`src/rtl/tdc_pulse_gen.sv`:
```
// Start/stop stimulus generator for TDC calibration and self-test.
// Byte-loaded config; trigger launches start/stop bursts with a fixed gap.
module tdc_pulse_gen #(
  parameter int GAP   = 4,
  parameter int CNT_W = 17
) (
  input  logic       clk,
  input  logic       rst_n,
  input  logic       load_en,
  input  logic [1:0] load_sel,
  input  logic [7:0] load_data,
  input  logic       trig,
  input  logic       abort,
  output logic       start_out,
  output logic       stop_out,
  output logic       busy,
  output logic       done
);

  localparam int GW = (GAP > 1) ? $clog2(GAP) : 1;

  typedef enum logic [1:0] {
    S_IDLE,
    S_BURST,
    S_GAP
  } state_t;

  state_t           r_state;
  state_t           w_nstate;
  logic [31:0]      r_cfg;
  logic             r_trig_d;
  logic [CNT_W-1:0] r_t;
  logic [CNT_W-1:0] w_nt;
  logic [15:0]      r_ds;
  logic [7:0]       r_ws;
  logic [7:0]       r_rs;
  logic [GW-1:0]    r_gcnt;
  logic             r_start;
  logic             r_stop;
  logic             r_busy;
  logic             r_done;

  logic             w_edge;
  logic [15:0]      w_ds;
  logic [7:0]       w_ws;
  logic [CNT_W-1:0] w_len;
  logic             w_last;
  logic             w_gap_end;
  logic             w_start_n;
  logic             w_stop_n;
  logic             w_busy_n;
  logic             w_done_n;

  assign start_out = r_start;
  assign stop_out  = r_stop;
  assign busy      = r_busy;
  assign done      = r_done;

  // abort in the trigger cycle suppresses the launch
  assign w_edge = trig & ~r_trig_d & (r_state == S_IDLE) & ~abort;

  assign w_ds = !w_edge ? r_ds :
                (r_cfg[15:0] == 16'd0) ? 16'd1 : r_cfg[15:0];
  assign w_ws = !w_edge ? r_ws :
                (r_cfg[23:16] == 8'd0) ? 8'd1 : r_cfg[23:16];

  assign w_len     = CNT_W'(r_ds) + CNT_W'(r_ws);
  assign w_last    = (r_t == w_len - CNT_W'(1));
  assign w_gap_end = (r_gcnt == GW'(GAP - 1));

  always_ff @(posedge clk or posedge rst_n) begin
    if (rst_n) begin
      r_state <= S_IDLE;
    end else begin
      r_state <= w_nstate;
    end
  end

  always_comb begin
    w_nstate = r_state;
    w_nt     = '0;
    unique case (r_state)
      S_IDLE: begin
        if (w_edge) w_nstate = S_BURST;
      end
      S_BURST: begin
        if (abort)       w_nstate = S_IDLE;
        else if (w_last) w_nstate = (r_rs != 8'd0) ? S_GAP : S_IDLE;
        else             w_nt     = r_t + CNT_W'(1);
      end
      S_GAP: begin
        if (abort)          w_nstate = S_IDLE;
        else if (w_gap_end) w_nstate = S_BURST;
      end
      default: w_nstate = S_IDLE;
    endcase
  end

  // outputs are registered from the next-cycle timebase
  always_comb begin
    w_start_n = 1'b0;
    w_stop_n  = 1'b0;
    if (w_nstate == S_BURST) begin
      w_start_n = w_nt < CNT_W'(w_ws);
      w_stop_n  = (w_nt >= CNT_W'(w_ds)) &&
                  (w_nt < CNT_W'(w_ds) + CNT_W'(w_ws));
    end
    w_busy_n = (w_nstate != S_IDLE);
    w_done_n = (r_state == S_BURST) && !abort && w_last &&
               (r_rs == 8'd0);
  end

  always_ff @(posedge clk or posedge rst_n) begin
    if (rst_n) begin
      r_cfg    <= '0;
      r_trig_d <= 1'b0;
      r_t      <= '0;
      r_ds     <= '0;
      r_ws     <= '0;
      r_rs     <= '0;
      r_gcnt   <= '0;
      r_start  <= 1'b0;
      r_stop   <= 1'b0;
      r_busy   <= 1'b0;
      r_done   <= 1'b0;
    end else begin
      r_trig_d <= trig;
      r_t      <= w_nt;
      r_ds     <= w_ds;
      r_ws     <= w_ws;
      r_start  <= w_start_n;
      r_stop   <= w_stop_n;
      r_busy   <= w_busy_n;
      r_done   <= w_done_n;
      if (load_en) begin
        unique case (load_sel)
          2'd0: r_cfg[7:0]   <= load_data;
          2'd1: r_cfg[15:8]  <= load_data;
          2'd2: r_cfg[23:16] <= load_data;
          2'd3: r_cfg[31:24] <= load_data;
          default: ;
        endcase
      end
      if (w_edge) begin
        r_rs <= r_cfg[31:24];
      end else if (r_state == S_BURST && !abort && w_last &&
                   r_rs != 8'd0) begin
        r_rs <= r_rs - 8'd1;
      end
      if (r_state == S_GAP && w_nstate == S_GAP) r_gcnt <= r_gcnt + GW'(1);
      else                                       r_gcnt <= '0;
    end
  end

endmodule

```
`config.mk`:
```
export PLATFORM = sky130hd
export DESIGN_NAME = tdc_pulse_gen
export DESIGN_NICKNAME = d
export VERILOG_FILES = /design/src/rtl/tdc_pulse_gen.sv
export SDC_FILE = /design/constraint.sdc
export NUM_CORES = 1
export LEC_CHECK = 0
export ABC_AREA = 1
export BUFFER_PORTS_ARGS = -buffer_cell sky130_fd_sc_hd__clkbuf_2
export CORE_ASPECT_RATIO = 0.75
export CORE_MARGIN = 1.5
export CORE_UTILIZATION = 57
export DETAILED_ROUTE_END_ITERATION = 6
export HOLD_SLACK_MARGIN = 0.06
export PLACE_DENSITY_LB_ADDON = 0.12
export SYNTH_ARGS = -nofsm -noshare
export SYNTH_HDL_FRONTEND = slang
export SYNTH_SLANG_ARGS = --single-unit
```
`constraint.sdc`:
```
create_clock -name clk -period 4.65 [get_ports clk]
set_clock_uncertainty 0.1 [all_clocks]
set_input_delay 0.6975 -clock clk [delete_from_list [all_inputs] [get_ports clk]]
set_output_delay 0.6975 -clock clk [all_outputs]
set_load 0.03 [all_outputs]
```
* Word-level counts from Yosys, hierarchy flattened
Index checks and enable logic that the tools add are counted.
Storage, ports and cells: bits in registers 90, bits of input ports 15, logic and storage cells 76
Operators by class: $add $sub $neg 6, $lt $le $gt $ge 3, eq/ne operators 9, muxes and demuxes 19, bitwise operators 5, reductions and logical operators 19
Operators with widths (count):
- 17-bit 2-to-1 mux | 3
- 16-bit by 8-bit adder with 17-bit output | 2
- 16-bit 2-to-1 mux | 2
- 8-bit 2-to-1 mux | 4
- 17-bit by 1-bit adder with 17-bit output (second input constant) | 1
- 17-bit equality test | 1
- 17-bit by 16-bit >= comparator with 1-bit output | 1
- 17-bit < comparator | 1
- 17-bit by 8-bit < comparator with 1-bit output | 1
- 17-bit by 1-bit subtractor with 17-bit output (second input constant) | 1
- 16-bit logical NOT | 1
- 8-bit logical NOT | 2
- 2-bit 2-to-1 mux | 7
- 2-bit equality test (second input constant) | 5
- 2-bit AND reduction | 4
- 8-bit nonzero test | 1
- 8-bit by 1-bit subtractor with 8-bit output (second input constant) | 1
- 2-bit by 1-bit equality test with 1-bit output (second input constant) | 3
- 1-bit logical AND | 6
- 2-bit case mux with 3 select lines | 1
- 2-bit logical NOT | 2
- 2-bit nonzero test | 2
- 1-bit AND | 3
- 2-bit by 1-bit adder with 2-bit output (second input constant) | 1
- other kinds (3) | 5

* Longest topological paths before layout
word-level depth 9, gate-level depth with buffers 33, mapped depth without buffers 32

* Worst setup path after synthesis
OpenSTA, ideal clock, no wires.
path kind input port to flip-flop, from in trig, to reg r_stop, in the netlist stop_out, arrival 4.830 ns, path slack -0.398 ns, cell stages on the path 31, buffers on the path 5, cell sequence inv_1 nor2_1 and3_1 buf_2 inv_1 buf_6 buf_2 clkbuf_1 clkbuf_1 nor2_1 a22oi_1 ha_1 fa_1 nand3_1 and2_1 nor2_1 nor2_1 o21bai_1 a21oi_1 o21ai_0 nand2_1 nor4_2 nand3_1 nor2_1 nand2_1 ha_1 nand4_1 o221ai_1 nor2_1 nand2_1 nor2_1
Between the ends: word-level cells in the longest chain between the ends 8
RTL lines:
- start, declared | line 12 | input logic trig,
- 1-bit AND (*) (3 in a row) | line 60 | assign w_edge = trig & ~r_trig_d & (r_state == S_IDLE) & ~abort;
- 16-bit 2-to-1 mux (*) | line 62 | assign w_ds = !w_edge ? r_ds :
- via w_ds[0] | line 44 | logic [15:0] w_ds;
- 16-bit by 8-bit adder with 17-bit output | line 106 | (w_nt < CNT_W'(w_ds) + CNT_W'(w_ws));
- 17-bit < comparator | line 106
- 1-bit logical AND (*) | line 105 | w_stop_n = (w_nt >= CNT_W'(w_ds)) &&
- 1-bit 2-to-1 mux (*) | line 103 | if (w_nstate == S_BURST) begin
- via w_stop_n | line 50 | logic w_stop_n;
- end signal, assigned | line 132 | r_stop <= w_stop_n;
- end, declared | line 39 | logic r_stop;
Mark *: on every way through the listed nets, which the timed path passes. The rest lies on a longest branch. A chain may end at the register's enable or synchronous reset.

* Worst setup path after layout
from reg r_ds[1], to reg r_stop, in the netlist stop_out
Between the ends: word-level cells in the longest chain between the ends 9
RTL lines:
- start, declared | line 34 | logic [15:0] r_ds;
- start signal, assigned | line 129 | r_ds <= w_ds;
- 16-bit by 8-bit adder with 17-bit output (*) | line 67 | assign w_len = CNT_W'(r_ds) + CNT_W'(r_ws);
- 17-bit by 1-bit subtractor with 17-bit output (*) | line 68 | assign w_last = (r_t == w_len - CNT_W'(1));
- 17-bit equality test (*) | line 68
- 17-bit 2-to-1 mux (*) | line 88 | else if (w_last) w_nstate = (r_rs != 8'd0) ? S_GAP : S_IDLE;
- 17-bit 2-to-1 mux (*) | line 87 | if (abort) w_nstate = S_IDLE;
- 17-bit 2-to-1 mux (*) | line 82 | unique case (r_state)
- via w_nt[14] | line 33 | logic [CNT_W-1:0] w_nt;
- 17-bit by 16-bit >= comparator with 1-bit output or 17-bit < comparator (tied branches) | line 105, 106
- 1-bit logical AND (*) | line 105
- 1-bit 2-to-1 mux (*) | line 103
- via w_stop_n | line 50
Marked as above.

==> results.md <==
* Port-buffer cells at 18
* Number of global-route vias before repair at 5,694
* Crit path largest cell delay at 380 ps
* Endpoints failing setup at 0
* FF-to-FF Start: r_ds[1]
* Max-Cap Viols at 0
* Final Hold Fails at 0
* Clock Root Buffer: clkbuf_16
* FP Rows at 33
* Crit start category: flip-flop
* Synthesized cell area at 0.00662 mm²
* Max-slew violation count at 0
* Drt drc at 0
* Reg2Reg Setup Slack at 250 ps
* CORE AREA at 0.0111 mm²
* Library cells used by synthesis at 40
* P_leak at 4.03 nW
* Slew headroom at 0.410
* Core Util, Final at 0.675
* Post-detail-place hpwl at ~13,000 µm
* Max Root-Sink Buffers at 2
* Routed via count at 5,889
* Power per cell area at 481 mW/mm²
* Pin count of the biggest net entering global routing at 49
* Detail Route Antenna Nets at 0
* Sink Count at 90
* Initial antenna violation count at 0
* Yosys warns at 0
* Final layout net count at 1,034
* Non-filler cells in the finished layout at 1,090
* Initial Utilization at 0.596
* WHS Endpoint: r_gcnt[0]
* DR vias/cell at roughly 5.4
* Pwr Total at 0.00360 W
* Dpl cells at 1,066
* Routed WL at 16,600 µm
* Async SR Flop Fraction at 1.00
* VDD IR max at around 0.25 mV
* WL/cell at 15.2 µm
* Min-Delay Path Depth at 1
* GR Overflow Total at 0
* Inserted Clock Buffers at 9
* Iter 0 DRT Violations at 292
* Drt first pass iters at 5
* Avg Inst Size Synth at 7.41 µm²
* Sequential fraction of the synthesis area at 0.340
* CTS tree: done
* I/O pins at 19
* Hold Startpoint: r_gcnt[0]
* Top FF cell, synth: dfrtp_1
* Clk_lat worst skew at 340 ps
* Width of the die at 127 µm
* Arrival time at the worst endpoint at approximately 4500 ps
* Ant diodes at 0
* Min Tclk post-route at 4400 ps
* Worst slew pin tran at 885 ps
* Data required time of the critical path at 4780 ps
* Post-synthesis sequential element count at 90
* Crit path capture type: flip-flop
* Register-to-Register Path Depth at 28
* CP max stage cell: dfrtp_1
* Number of flops mapped to enable cells by yosys at 0
* CTS clk-pin slew, worst paths at roughly 70 ps
* Gpl congestion at 0.949
* Total Routing Usage GR at 0.288
* Critical path class: reg2reg
* Synth Instances at 893
* FF-to-FF End: stop_out
* Die Area at 0.0123 mm²
* H-tree levels at 3
* Fin crit share at 0.946
* Layout cell share with drive strength beyond 1 at 0.128
* Most frequent CP cell: nand2_1
* Largest fanout on the critical path at 5
* Die Y at 96.3 µm
* First-pass GRT wire length at 27,500 µm
* Area delta synth->final at 13.3%
* Hold Crit Class: reg2reg
* Peak Freq at 0.227 GHz
* Syn nets at 982
* Status: completed
-- per-layer routing --
metal / GRT usage / up-vias / part of all wire
li1: - / 2971 / -
met2: 0.473 / 146 / 0.45
met4: 0.0786 / 0 / 0.015
met3: 0.0434 / 21 / 0.049
met5: 0 / - / 0
met1: 0.400 / 2751 / 0.48
-- synth_stat cells (6+ instances only) --
| cell | instances | area share |
|---|---|---|
| xnor2_1 | 13 | 0.017 |
| inv_1 | 163 | 0.092 |
| clkbuf_1 | 8 | 0.0045 |
| nor3_1 | 8 | 0.0061 |
| nand2_1 | 208 | 0.12 |
| nand2_2 | 7 | 0.0066 |
| nand3b_1 | 6 | 0.0068 |
| inv_2 | 9 | 0.0051 |
| ha_1 | 72 | 0.14 |
| a21oi_1 | 34 | 0.026 |
| nand4_1 | 19 | 0.018 |
| dfrtp_1 | 90 | 0.34 |
| a211oi_1 | 6 | 0.0068 |
| nand3_1 | 42 | 0.032 |
| o21ai_0 | 66 | 0.050 |
| nor2_2 | 6 | 0.0057 |
| nor4_1 | 7 | 0.0066 |
| xor2_1 | 25 | 0.033 |
| nor2_1 | 66 | 0.037 |
-- worst max-delay path by stage --
| stage | start | endpoint | slack [ps] | cells after the start |
|---|---|---|---|---|
| after floorplan | abort | stop_out | -30 | 29 |
| after global placement | abort | stop_out | 50 | 25 |
| after detailed placement | abort | stop_out | -80 | 25 |
| after CTS | r_ds[1] | stop_out | 150 | 30 |
| after global routing | r_ds[1] | stop_out | -30 | 32 |
| final | r_ds[1] | stop_out | 250 | 28 |
-- flip-flops by register name, summed over array words and instances, names as in the netlist --
register   count
r_state        2
r_ds          16
stop_out       1
r_gcnt         2
busy           1
done           1
r_ws           8
r_trig_d       1
r_rs           8
r_cfg         32
start_out      1
r_t           17
-- through the flow --
step | instance area [µm²] | setup slack (ps) | hold slack [ps] | TNS, ps
2_1_floorplan | 6690 | -26.4 | 310 | -26.4
3_3_place_gp | 7060 | 45.4 | 330 | 0
3_5_place_dp | 7060 | -79.7 | 334 | -79.7
4_1_cts | 7370 | 148 | 353 | 0
5_1_grt | 7490 | -27.5 | 362 | -27.5
6_report | 7490 | 250 | 351 | 0
-- placed cells by master, fill, tap and decap left out, types with 2 or more instances in the layout --
| cell | instances |
|---|---|
| clkbuf_16 | 9 |
| nand3_2 | 3 |
| ha_1 | 69 |
| inv_8 | 2 |
| nand4_1 | 19 |
| inv_1 | 159 |
| o21bai_1 | 5 |
| buf_4 | 34 |
| nor4_2 | 3 |
| nor3_1 | 7 |
| a211oi_1 | 6 |
| a31oi_1 | 5 |
| nor2_2 | 8 |
| a21oi_1 | 31 |
| nand3_1 | 40 |
| xor2_1 | 25 |
| nand2_1 | 207 |
| a21oi_2 | 5 |
| xnor2_1 | 13 |
| inv_2 | 11 |
| clkbuf_2 | 18 |
| or3_1 | 2 |
| o21ai_0 | 61 |
| nand2_2 | 8 |
| nor4_1 | 6 |
| ha_4 | 2 |
| clkinvlp_4 | 3 |
| dfrtp_1 | 90 |
| o21ai_1 | 6 |
| nand3b_1 | 6 |
| nor2_1 | 64 |
| a21o_1 | 2 |
-- worst max-delay path: cells and delay by family (launching register included) --
kind,cells,cell delay (ps)
simple gates,14,1390
buf+inv,5,450
flops,1,380
compound gates,5,780
fa+ha+maj,4,1180
-- report_power, final --
group          leakage (nW)  internal (W)  switching [W]  total [W]
Combinational          2.74      0.000694        0.00114    0.00183
Clock                 0.142      0.000426       0.000337   0.000763
Sequential             1.14      0.000901       0.000105    0.00101
-- area by class of cell --
type	instances	area (µm²)
clock buffers	9	225
clock inverters	7	83.8
fillers	933	3610
inverters	172	649
multi-input cells	620	3760
flip-flops and latches	90	2250
well taps	140	175
repair buffers	52	345
-- cells by family after synthesis --
| group | Yosys count | share of synthesized area |
|---|---|---|
| AND/OR/NAND/NOR | 383 | 0.258 |
| buffers and inverters | 184 | 0.107 |
| AO/OA/AOI/OAI | 124 | 0.102 |
| flip-flops | 90 | 0.340 |
| adder cells (fa/ha/maj) | 74 | 0.142 |
| XOR/XNOR | 38 | 0.0503 |
-- timing repair --
item / in CTS / in global routing
hold endpoints to repair: 0 / 0
resized for setup: 0 / 16
hold buffers: 0 / 0
setup endpoints to repair: 0 / 2
setup buffers: 0 / 7
Note: power is estimated with default switching activity, not from simulation.
